<file path="src/rtl/approx_err_eval_ctrl_pkg.sv">
// ---------------------------------------------------------------------------
// approx_eval_pkg
// Shared definitions for the approximate-adder error evaluator:
//   - default values for the adder geometry (N_IN, N_OUT) and error threshold
//   - FSM state encoding used by approx_err_eval_ctrl
// No ports; imported by approx_err_eval_ctrl and abs_err_unit.
// ---------------------------------------------------------------------------
package approx_eval_pkg;

  // Default adder geometry: N_IN input bits (two N_IN/2-bit operands),
  // N_OUT = N_IN/2 + 1 output bits so the exact sum never overflows.
  localparam int DEF_N_IN  = 4;
  localparam int DEF_N_OUT = 3;

  // Default maximum tolerated absolute error.
  localparam int DEF_ET    = 1;

  // Controller state encoding.
  typedef logic [1:0] state_t;

  localparam logic [1:0] ST_IDLE  = 2'd0;
  localparam logic [1:0] ST_RUN   = 2'd1;
  localparam logic [1:0] ST_FLUSH = 2'd2;
  localparam logic [1:0] ST_DONE  = 2'd3;

endpackage

</file>
<file path="src/rtl/approx_err_eval_ctrl_abs_err_unit.sv">
// ---------------------------------------------------------------------------
// abs_err_unit
// Purely combinational error calculator for one stimulus vector.
// Ports:
//   a, b     : operands (N_IN/2 bits each)
//   dut_out  : response of the approximate adder (N_OUT bits)
//   exact    : exact a+b (N_OUT bits, cannot overflow)
//   err      : |dut_out - exact|
//   over_et  : err > ET
// ---------------------------------------------------------------------------
module abs_err_unit
  import approx_eval_pkg::*;
#(
  parameter int N_IN  = DEF_N_IN,
  parameter int N_OUT = DEF_N_OUT,
  parameter int ET    = DEF_ET
) (
  input  logic [N_IN/2-1:0] a,
  input  logic [N_IN/2-1:0] b,
  input  logic [N_OUT-1:0]  dut_out,
  output logic [N_OUT-1:0]  exact,
  output logic [N_OUT-1:0]  err,
  output logic              over_et
);

  localparam int unsigned ET_U = ET;

  // Operands are zero-extended to the output width before adding; N_OUT is
  // one bit wider than an operand so the carry is always kept.
  always_comb begin
    exact   = N_OUT'(a) + N_OUT'(b);
    err     = (dut_out >= exact) ? (dut_out - exact) : (exact - dut_out);
    // Compare at 32 bits so a threshold wider than err cannot truncate.
    over_et = (32'(err) > ET_U);
  end

endmodule

</file>
<file path="src/rtl/approx_err_eval_ctrl.sv">
// ---------------------------------------------------------------------------
// approx_err_eval_ctrl
// Exhaustively drives all 2^N_IN input vectors into an external approximate
// adder and accumulates error statistics against the exact sum.
// Ports:
//   clk, rst_n  : clock (rising edge) and asynchronous active-low reset
//   start       : request one evaluation run (accepted only in IDLE)
//   busy        : run in progress (RUN, FLUSH, DONE)
//   done        : one-cycle pulse, results valid
//   dut_in      : registered stimulus {b, a} to the approximate adder
//   dut_out     : combinational adder response to dut_in
//   max_err     : largest absolute error of the run
//   sum_err     : sum of absolute errors of the run
//   fail_cnt    : number of vectors whose error exceeds ET
//   first_fail  : lowest failing vector, 0 if none
//   pass        : max_err <= ET, valid from done until the next accepted start
// ---------------------------------------------------------------------------
module approx_err_eval_ctrl
  import approx_eval_pkg::*;
#(
  parameter int N_IN  = DEF_N_IN,
  parameter int N_OUT = DEF_N_OUT,
  parameter int ET    = DEF_ET
) (
  input  logic                  clk,
  input  logic                  rst_n,
  input  logic                  start,
  output logic                  busy,
  output logic                  done,
  output logic [N_IN-1:0]       dut_in,
  input  logic [N_OUT-1:0]      dut_out,
  output logic [N_OUT-1:0]      max_err,
  output logic [N_IN+N_OUT-1:0] sum_err,
  output logic [N_IN:0]         fail_cnt,
  output logic [N_IN-1:0]       first_fail,
  output logic                  pass
);

  localparam int HALF = N_IN / 2;
  localparam logic [N_IN-1:0] VEC_LAST = {N_IN{1'b1}};
  localparam int unsigned ET_U = ET;

  state_t state;
  state_t state_next;

  logic [N_IN-1:0]  vec;
  logic             s1_valid;
  logic [N_IN-1:0]  s1_vec;
  logic [N_OUT-1:0] s1_out;

  logic [N_OUT-1:0] exact;
  logic [N_OUT-1:0] err;
  logic             over_et;
  logic [N_OUT-1:0] max_next;
  logic             start_accept;

  assign start_accept = (state == ST_IDLE) && start;
  assign busy         = (state != ST_IDLE);
  assign done         = (state == ST_DONE);

  // The counter wraps back to 0 after the last vector, so dut_in is simply
  // the counter register and naturally reads 0 outside RUN.
  assign dut_in = vec;

  abs_err_unit #(
    .N_IN  (N_IN),
    .N_OUT (N_OUT),
    .ET    (ET)
  ) u_abs_err (
    .a       (s1_vec[HALF-1:0]),
    .b       (s1_vec[N_IN-1:HALF]),
    .dut_out (s1_out),
    .exact   (exact),
    .err     (err),
    .over_et (over_et)
  );

  // Running maximum including the vector currently in stage 2; also used to
  // register pass on the FLUSH cycle, when the last vector is accumulated.
  always_comb begin
    max_next = max_err;
    if (s1_valid && (err > max_err)) begin
      max_next = err;
    end
  end

  always_comb begin
    state_next = state;
    case (state)
      ST_IDLE:  if (start)           state_next = ST_RUN;
      ST_RUN:   if (vec == VEC_LAST) state_next = ST_FLUSH;
      ST_FLUSH:                      state_next = ST_DONE;
      ST_DONE:                       state_next = ST_IDLE;
      default:                       state_next = ST_IDLE;
    endcase
  end

  always_ff @(posedge clk or negedge rst_n) begin
    if (!rst_n) begin
      state <= ST_IDLE;
    end else begin
      state <= state_next;
    end
  end

  always_ff @(posedge clk or negedge rst_n) begin
    if (!rst_n) begin
      vec <= '0;
    end else if (start_accept) begin
      vec <= '0;
    end else if (state == ST_RUN) begin
      vec <= vec + N_IN'(1);
    end
  end

  // Stage 1: capture the stimulus together with the adder response so the
  // error arithmetic sits in its own cycle, off the adder's combinational path.
  always_ff @(posedge clk or negedge rst_n) begin
    if (!rst_n) begin
      s1_valid <= 1'b0;
      s1_vec   <= '0;
      s1_out   <= '0;
    end else begin
      s1_valid <= (state == ST_RUN);
      s1_vec   <= vec;
      s1_out   <= dut_out;
    end
  end

  // Stage 2 accumulators. Vectors arrive in ascending order, so the first
  // failure seen (fail_cnt still 0) is also the lowest failing vector.
  always_ff @(posedge clk or negedge rst_n) begin
    if (!rst_n) begin
      max_err    <= '0;
      sum_err    <= '0;
      fail_cnt   <= '0;
      first_fail <= '0;
    end else if (start_accept) begin
      max_err    <= '0;
      sum_err    <= '0;
      fail_cnt   <= '0;
      first_fail <= '0;
    end else if (s1_valid) begin
      max_err <= max_next;
      sum_err <= sum_err + (N_IN+N_OUT)'(err);
      if (over_et) begin
        fail_cnt <= fail_cnt + (N_IN+1)'(1);
        if (fail_cnt == '0) begin
          first_fail <= s1_vec;
        end
      end
    end
  end

  // pass becomes valid together with done and then holds through IDLE.
  always_ff @(posedge clk or negedge rst_n) begin
    if (!rst_n) begin
      pass <= 1'b0;
    end else if (start_accept) begin
      pass <= 1'b0;
    end else if (state == ST_FLUSH) begin
      pass <= (32'(max_next) <= ET_U);
    end
  end

endmodule

</file>
<file path="config.mk">
export PLATFORM = sky130hd
export DESIGN_NAME = approx_err_eval_ctrl
export DESIGN_NICKNAME = d
export VERILOG_FILES = /design/src/rtl/approx_err_eval_ctrl_pkg.sv /design/src/rtl/approx_err_eval_ctrl_abs_err_unit.sv /design/src/rtl/approx_err_eval_ctrl.sv
export SDC_FILE = /design/constraint.sdc
export NUM_CORES = 1
export LEC_CHECK = 0
export CAP_MARGIN = 25
export CORE_MARGIN = 3
export CORE_UTILIZATION = 57
export DETAILED_ROUTE_END_ITERATION = 10
export GPL_ROUTABILITY_DRIVEN = 0
export HOLD_SLACK_MARGIN = 0.1
export PLACE_DENSITY = 0.84
export SYNTH_ARGS = -nofsm -noshare
export SYNTH_HDL_FRONTEND = slang
export SYNTH_SLANG_ARGS = --single-unit
</file>
<file path="constraint.sdc">
create_clock -name clk -period 9.67 [get_ports clk]
set_clock_uncertainty 0.15 [all_clocks]
set_input_delay 0.967 -clock clk [delete_from_list [all_inputs] [get_ports clk]]
set_output_delay 0.967 -clock clk [all_outputs]
set_load 0.005 [all_outputs]
</file>
Word level (Yosys, flattened, before mapping) --
Cells that the tools add are included.
Word-level totals: output and inout port bits 26, logic and storage cells 59, bits of input ports 6, flip-flop bits (word level) 34
Operators by class: mux-type cells 20, $add $sub $neg 6, reduce and logical (&&, ||, !) cells 13, $lt $le $gt $ge 4, equality and inequality tests 6
Operator list (count):
- 4-bit 2-to-1 mux | 6
- 5-bit 2-to-1 mux | 3
- 7-bit 2-to-1 mux | 2
- 3-bit 2-to-1 mux | 4
- 2-bit nonzero test | 6
- 2-bit one-hot mux with 4 select lines | 1
- 7-bit by 3-bit adder with 7-bit output | 1
- 3-bit subtractor | 2
- 5-bit by 1-bit adder with 5-bit output, second input constant | 1
- 5-bit logical NOT | 1
- 4-bit by 1-bit adder with 4-bit output, second input constant | 1
- 2-bit == test, second input constant | 2
- 4-bit == test, second input constant | 1
- 2-bit 2-to-1 mux | 2
- 2-bit != test, second input constant | 2
- 2-bit AND reduction | 2
- 2-bit by 2-bit adder with 3-bit output | 1
- 3-bit >= comparator | 1
- 3-bit by 1-bit greater-than comparator with 1-bit output, second input constant | 1
- 3-bit greater-than comparator | 1
- 3-bit by 1-bit <= comparator with 1-bit output, second input constant | 1
- 3-bit AND reduction | 1
- 2-bit by 1-bit == test with 1-bit output, second input constant | 1
- 1-bit logical AND | 2
- other kinds (2) | 3

Depth between registers and ports, before layout --
depth after elaboration 9, gate-level depth with buffers 14, mapped depth without buffers 14

By module --
From an unflattened synthesis, not the netlist that was laid out.
Unflattened totals: cell total of the unflattened synthesis 184, area, all modules 1886.8 um2
Modules (own cells, without submodules):
- approx_err_eval_ctrl | cells an instance 151, instances 1, area an instance 1622.8 um2, sequential area each 850.8 um2
- abs_err_unit | cells an instance 33, instances 1, area an instance 264.0 um2, sequential area each 0.0 um2

Worst setup path before layout --
Ideal clock, no wire load.
path type flip-flop to flip-flop, start point register s1_vec[0], end point register sum_err[6], required time 9.442 ns, cell stages (with the launch flop) 14, data arrival time 3.369 ns, buffers on the path 0, path slack 6.073 ns, setup time 0.078 ns, path through dfrtp_1 -> ha_1 -> fa_1 -> inv_1 -> ha_1 -> a21o_2 -> a31oi_1 -> mux2i_1 -> inv_1 -> fa_1 -> nor2b_1 -> o211ai_1 -> or3_1 -> a21oi_1
Between the ends: cells in the longest elaborated chain, start to end 6, elaborated cells between the ends (all ways) 8, those cells by class 4 x add/sub; 1 x order compare; 3 x mux
Ends and longest elaborated chain:
- start: declaration | line approx_err_eval_ctrl.sv:48 | logic [N_IN-1:0] s1_vec;
- start signal: assignment | line approx_err_eval_ctrl.sv:125 | s1_vec <= vec;
- 2-bit by 2-bit adder with 3-bit output (*) | line approx_err_eval_ctrl_abs_err_unit.sv:31 | exact = N_OUT'(a) + N_OUT'(b);
- 3-bit subtractor or 3-bit >= comparator (tied branches) | line approx_err_eval_ctrl_abs_err_unit.sv:32 | err = (dut_out >= exact) ? (dut_out - exact) : (exact - dut_out);
- 3-bit 2-to-1 mux (*) | line approx_err_eval_ctrl_abs_err_unit.sv:32
- 7-bit by 3-bit adder with 7-bit output (*) | line approx_err_eval_ctrl.sv:145 | sum_err <= sum_err + (N_IN+N_OUT)'(err);
- 7-bit 2-to-1 mux (*) | line approx_err_eval_ctrl.sv:143 | end else if (s1_valid) begin
- 7-bit 2-to-1 mux (*) | line approx_err_eval_ctrl.sv:138 | end else if (start_accept) begin
- end signal: assignment | line approx_err_eval_ctrl.sv:145
- end: declaration | line approx_err_eval_ctrl.sv:33 | output logic [N_IN+N_OUT-1:0] sum_err,
Every way passes the cells marked *; elsewhere a longest branch is shown, timed or not. The select of a mux whose other input is x is not followed. A chain may end at the register's enable or synchronous reset.

Worst setup path in the final report --
start point register s1_vec[0], end point register pass
Between the ends: cells in the longest elaborated chain, start to end 9, elaborated cells between the ends (all ways) 11, those cells by class 3 x add/sub; 3 x order compare; 4 x mux; 1 x reduce/logical
Ends and longest elaborated chain:
- 2-bit by 2-bit adder with 3-bit output (*) | line approx_err_eval_ctrl_abs_err_unit.sv:31
- 3-bit subtractor or 3-bit >= comparator (tied branches) | line approx_err_eval_ctrl_abs_err_unit.sv:32
- 3-bit 2-to-1 mux (*) | line approx_err_eval_ctrl_abs_err_unit.sv:32
- 3-bit greater-than comparator | line approx_err_eval_ctrl.sv:82 | if (s1_valid && (err > max_err)) begin
- 1-bit logical AND | line approx_err_eval_ctrl.sv:82
- 3-bit 2-to-1 mux (*) | line approx_err_eval_ctrl.sv:82
- 3-bit by 1-bit <= comparator with 1-bit output (*) | line approx_err_eval_ctrl.sv:162 | pass <= (32'(max_next) <= ET_U);
- 1-bit 2-to-1 mux (*) | line approx_err_eval_ctrl.sv:161 | end else if (state == ST_FLUSH) begin
- 1-bit 2-to-1 mux (*) | line approx_err_eval_ctrl.sv:159 | end else if (start_accept) begin
- end signal: assignment | line approx_err_eval_ctrl.sv:162
- end: declaration | line approx_err_eval_ctrl.sv:36 | output logic pass
Marked as above.

==> results.toml <==
[run_status]
status = "completed"

[route]
first_iter_violations = 100
totalWireLength_um = 4050
drc = 0
route.vias.total = 1511
antenna_left = 0
via_per_inst = 5.58
dr.pass1.iters = 4
avgRoutedWirePerCell_um = 15.0

[final_layout]
register_area_um2 = 851
multi_input_area_mm2 = 0.00105
n_antenna_cell = 0
syn2layout_area_growth_pct = 20.8
n_fill_cell = 249
drive_gt1_share_pct = 6.17
final_cells = 271
nets = 257

[logic_synthesis]
synth_area_leaders = "dfrtp_1, ha_1, fa_1"
ys_top_cells_by_count = "dfrtp_1, ha_1, inv_1"
ys_types = 41
synth_nets = 221
async_reset_ff_share_pct = 100
yosys_warnings = 0
synthMostInstantiatedCell = "dfrtp_1"
ys_seq_area_share_pct = 42.7
netlist_area_mm2 = 0.00199
netlist_instances = 190
synth_seq_cells = 34
yosys.area.top_type = "dfrtp_1"
avgSynthCellArea_um2 = 10.5
ys.flop_type = "dfrtp_1"
synth_top_area_share_pct = 42.7
synth-edff-count = 0

[die]
core_mm2 = 0.00320
dieWidth_um = 65.2
die-area_mm2 = 0.00424
pin_count = 32
die_y_um = 65.2
rows = 20
initial_core_util_pct = 62.3

[cts]
htree_levels = 2
cts_resized = 0
clk_pin_slew_ns = 0.10
cts_tree = "yes"
cts_sinks = 34
cts_setup_buffers = 0
numCtsBuffers = 5
clock_latency_ns = 0.34
clockRootBuffer = "clkbuf_4"
ctsLongestPathBuffers = 2
ctsHoldBuffers = 0

[worst_setup_path]
r2r-start = "s1_vec[0]"
crit_type = "register to register"
r2r_cells = 13
critPathArrivalTime_ns = 4.06
setup.worst_path.start = "s1_vec[0]"
cp-start-kind = "register"
cp.required_ns = 9.76
r2r_slack_ns = 5.70
r2r-end = "pass"
endpoint = "pass"
cp_max_fo = 7
worstSetupEndpointType = "register"

[placement]
dp_hpwl_um = 3010
place_inst = 263
port_buffers = 31

[timing]
rsz0062_at_grt = "false"
fin_crit_sh_pct = 41.0
worst_pin_slew_ns = 0.817
final.setup.tns_ns = 0
setup-violations-final = 0
slew_headroom_pct = 45.6
finalHoldViolations = 0
period_minus_slack_ns = 3.97
slew_viol_final = 0
fmax_ghz = 0.252
whs_ns = 0.327

[power_and_ir_drop]
swShare_pct = 42.6
power_frac_seq_pct = 30.8
p_leak_nw = 1.13
ir_worst_vdd_mv = 0.200
pwr-share-comb_pct = 58.3
power_frac_clock_pct = 10.9
p_sw_w = 0.000326
power_density_mw_per_mm2 = 318
p_int_w = 0.000439

[global_routing]
grt_use_total_pct = 22.0
grt_pass1_vias = 1531
grt_max_degree = 35
grt-ovfl-total = 0
grt_first_pass_wirelength_um = 7080
antenna_found_initial = 0

[min_path]
hp-class = "register to register"

[flow_run]
cap_violations = 0
registers in the layout, indices dropped and copies added (netlist names):
| signal | count |
|---|---|
| fail_cnt | 5 |
| s1_out | 3 |
| state | 2 |
| dut_in | 4 |
| pass | 1 |
| max_err | 3 |
| s1_valid | 1 |
| sum_err | 7 |
| s1_vec | 4 |
| first_fail | 4 |
layout by cell type (no fill, tap or decap), types with 2 or more instances in the layout:
cell type        netlist  final
dfrtp_1               34     34
clkdlybuf4s50_1        0     31
ha_1                  21     21
inv_1                 20     20
nor2_1                15     15
a21oi_1               12     12
o21ai_0                9      9
nand3_1                9      9
nand2_1                9      9
mux2i_1                7      7
clkbuf_4               0      5
nor2b_1                4      4
xnor2_1                4      4
fa_1                   4      4
xor2_1                 3      3
nand2b_1               3      3
nand3b_1               3      3
and2_1                 2      2
a211oi_1               2      2
nor3_1                 2      2
o211ai_1               2      2
a2bb2oi_1              2      2
nand4_1                2      2
worst max-delay path, stage by stage, from the launching register on:
cell	delay [ns]
dfrtp_1	0.39
ha_1	0.21
fa_1	0.56
inv_1	0.10
ha_1	0.24
a21o_2	0.22
a31oi_1	0.19
mux2i_1	0.43
ha_1	0.20
nor2b_1	0.13
o21ai_0	0.09
a21oi_1	0.51
nand3_1	0.16
o32ai_1	0.27
routing by layer:
metal / track usage [%] / up-vias / routed length (um)
met3: 7.35 / 8 / 198
met1: 27.0 / 742 / 1800
li1: - / 728 / -
met2: 36.0 / 33 / 1990
met4: 8.55 / 0 / 63
met5: 0 / - / 0
final cells by class:
class                   instances  area share (%)
clock buffers                   7            2.29
clock inverters                 1           0.208
inverters                      20            3.12
multi-input cells             133            43.6
flip-flops and latches         34            35.3
well taps                      44            2.29
repair buffers                 32            13.2
cells by family after synthesis:
kind of cell               Yosys count  synth area share, %
AOI/OAI and AO/OA                   38                 12.8
xor gates and xnor gates             7                 3.07
adders and majority gates           25                 17.2
buffers and inverters               23                 4.71
DFF                                 34                 42.7
muxes                                7                 3.51
and+or+nand+nor                     56                 16.1
how the worst min path moves through the flow:
stage | startpoint | end | slack (ns) | depth (start not counted)
final | dut_in[1] | s1_vec[1] | 0.33 | 0
after global routing | dut_in[1] | s1_vec[1] | 0.35 | 0
after CTS | dut_in[1] | s1_vec[1] | 0.33 | 0
after detailed placement | dut_in[1] | s1_vec[1] | 0.30 | 0
after global placement | dut_in[1] | s1_vec[1] | 0.29 | 0
after floorplan | dut_in[3] | s1_vec[3] | 0.28 | 0
through the flow:
| stage | utilization, % | cell area, um^2 | setup WS (ns) | power, W |
|---|---|---|---|---|
| 3_5_place_dp | 73.3 | 2350 | 5.72 | 0.000684 |
| 2_1_floorplan | - | 1990 | 6.07 | 0.000531 |
| 6_report | 75.2 | 2410 | 5.70 | 0.000765 |
| 4_1_cts | 75.2 | 2410 | 5.71 | 0.000770 |
| 3_3_place_gp | 73.3 | 2350 | 5.92 | 0.000655 |
| 5_1_grt | 75.2 | 2410 | 5.42 | 0.000841 |
power by group through the flow:
stage | combinational (W) | sequential, W | clock [W]
after global placement | 0.000422 | 0.000234 | 0
after global routing | 0.000504 | 0.000244 | 0.0000935
after detailed placement | 0.000445 | 0.000238 | 0
after CTS | 0.000449 | 0.000236 | 0.0000849
final | 0.000446 | 0.000236 | 0.0000835
after floorplan | 0.000300 | 0.000231 | 0
(Power assumes the default switching activity.)
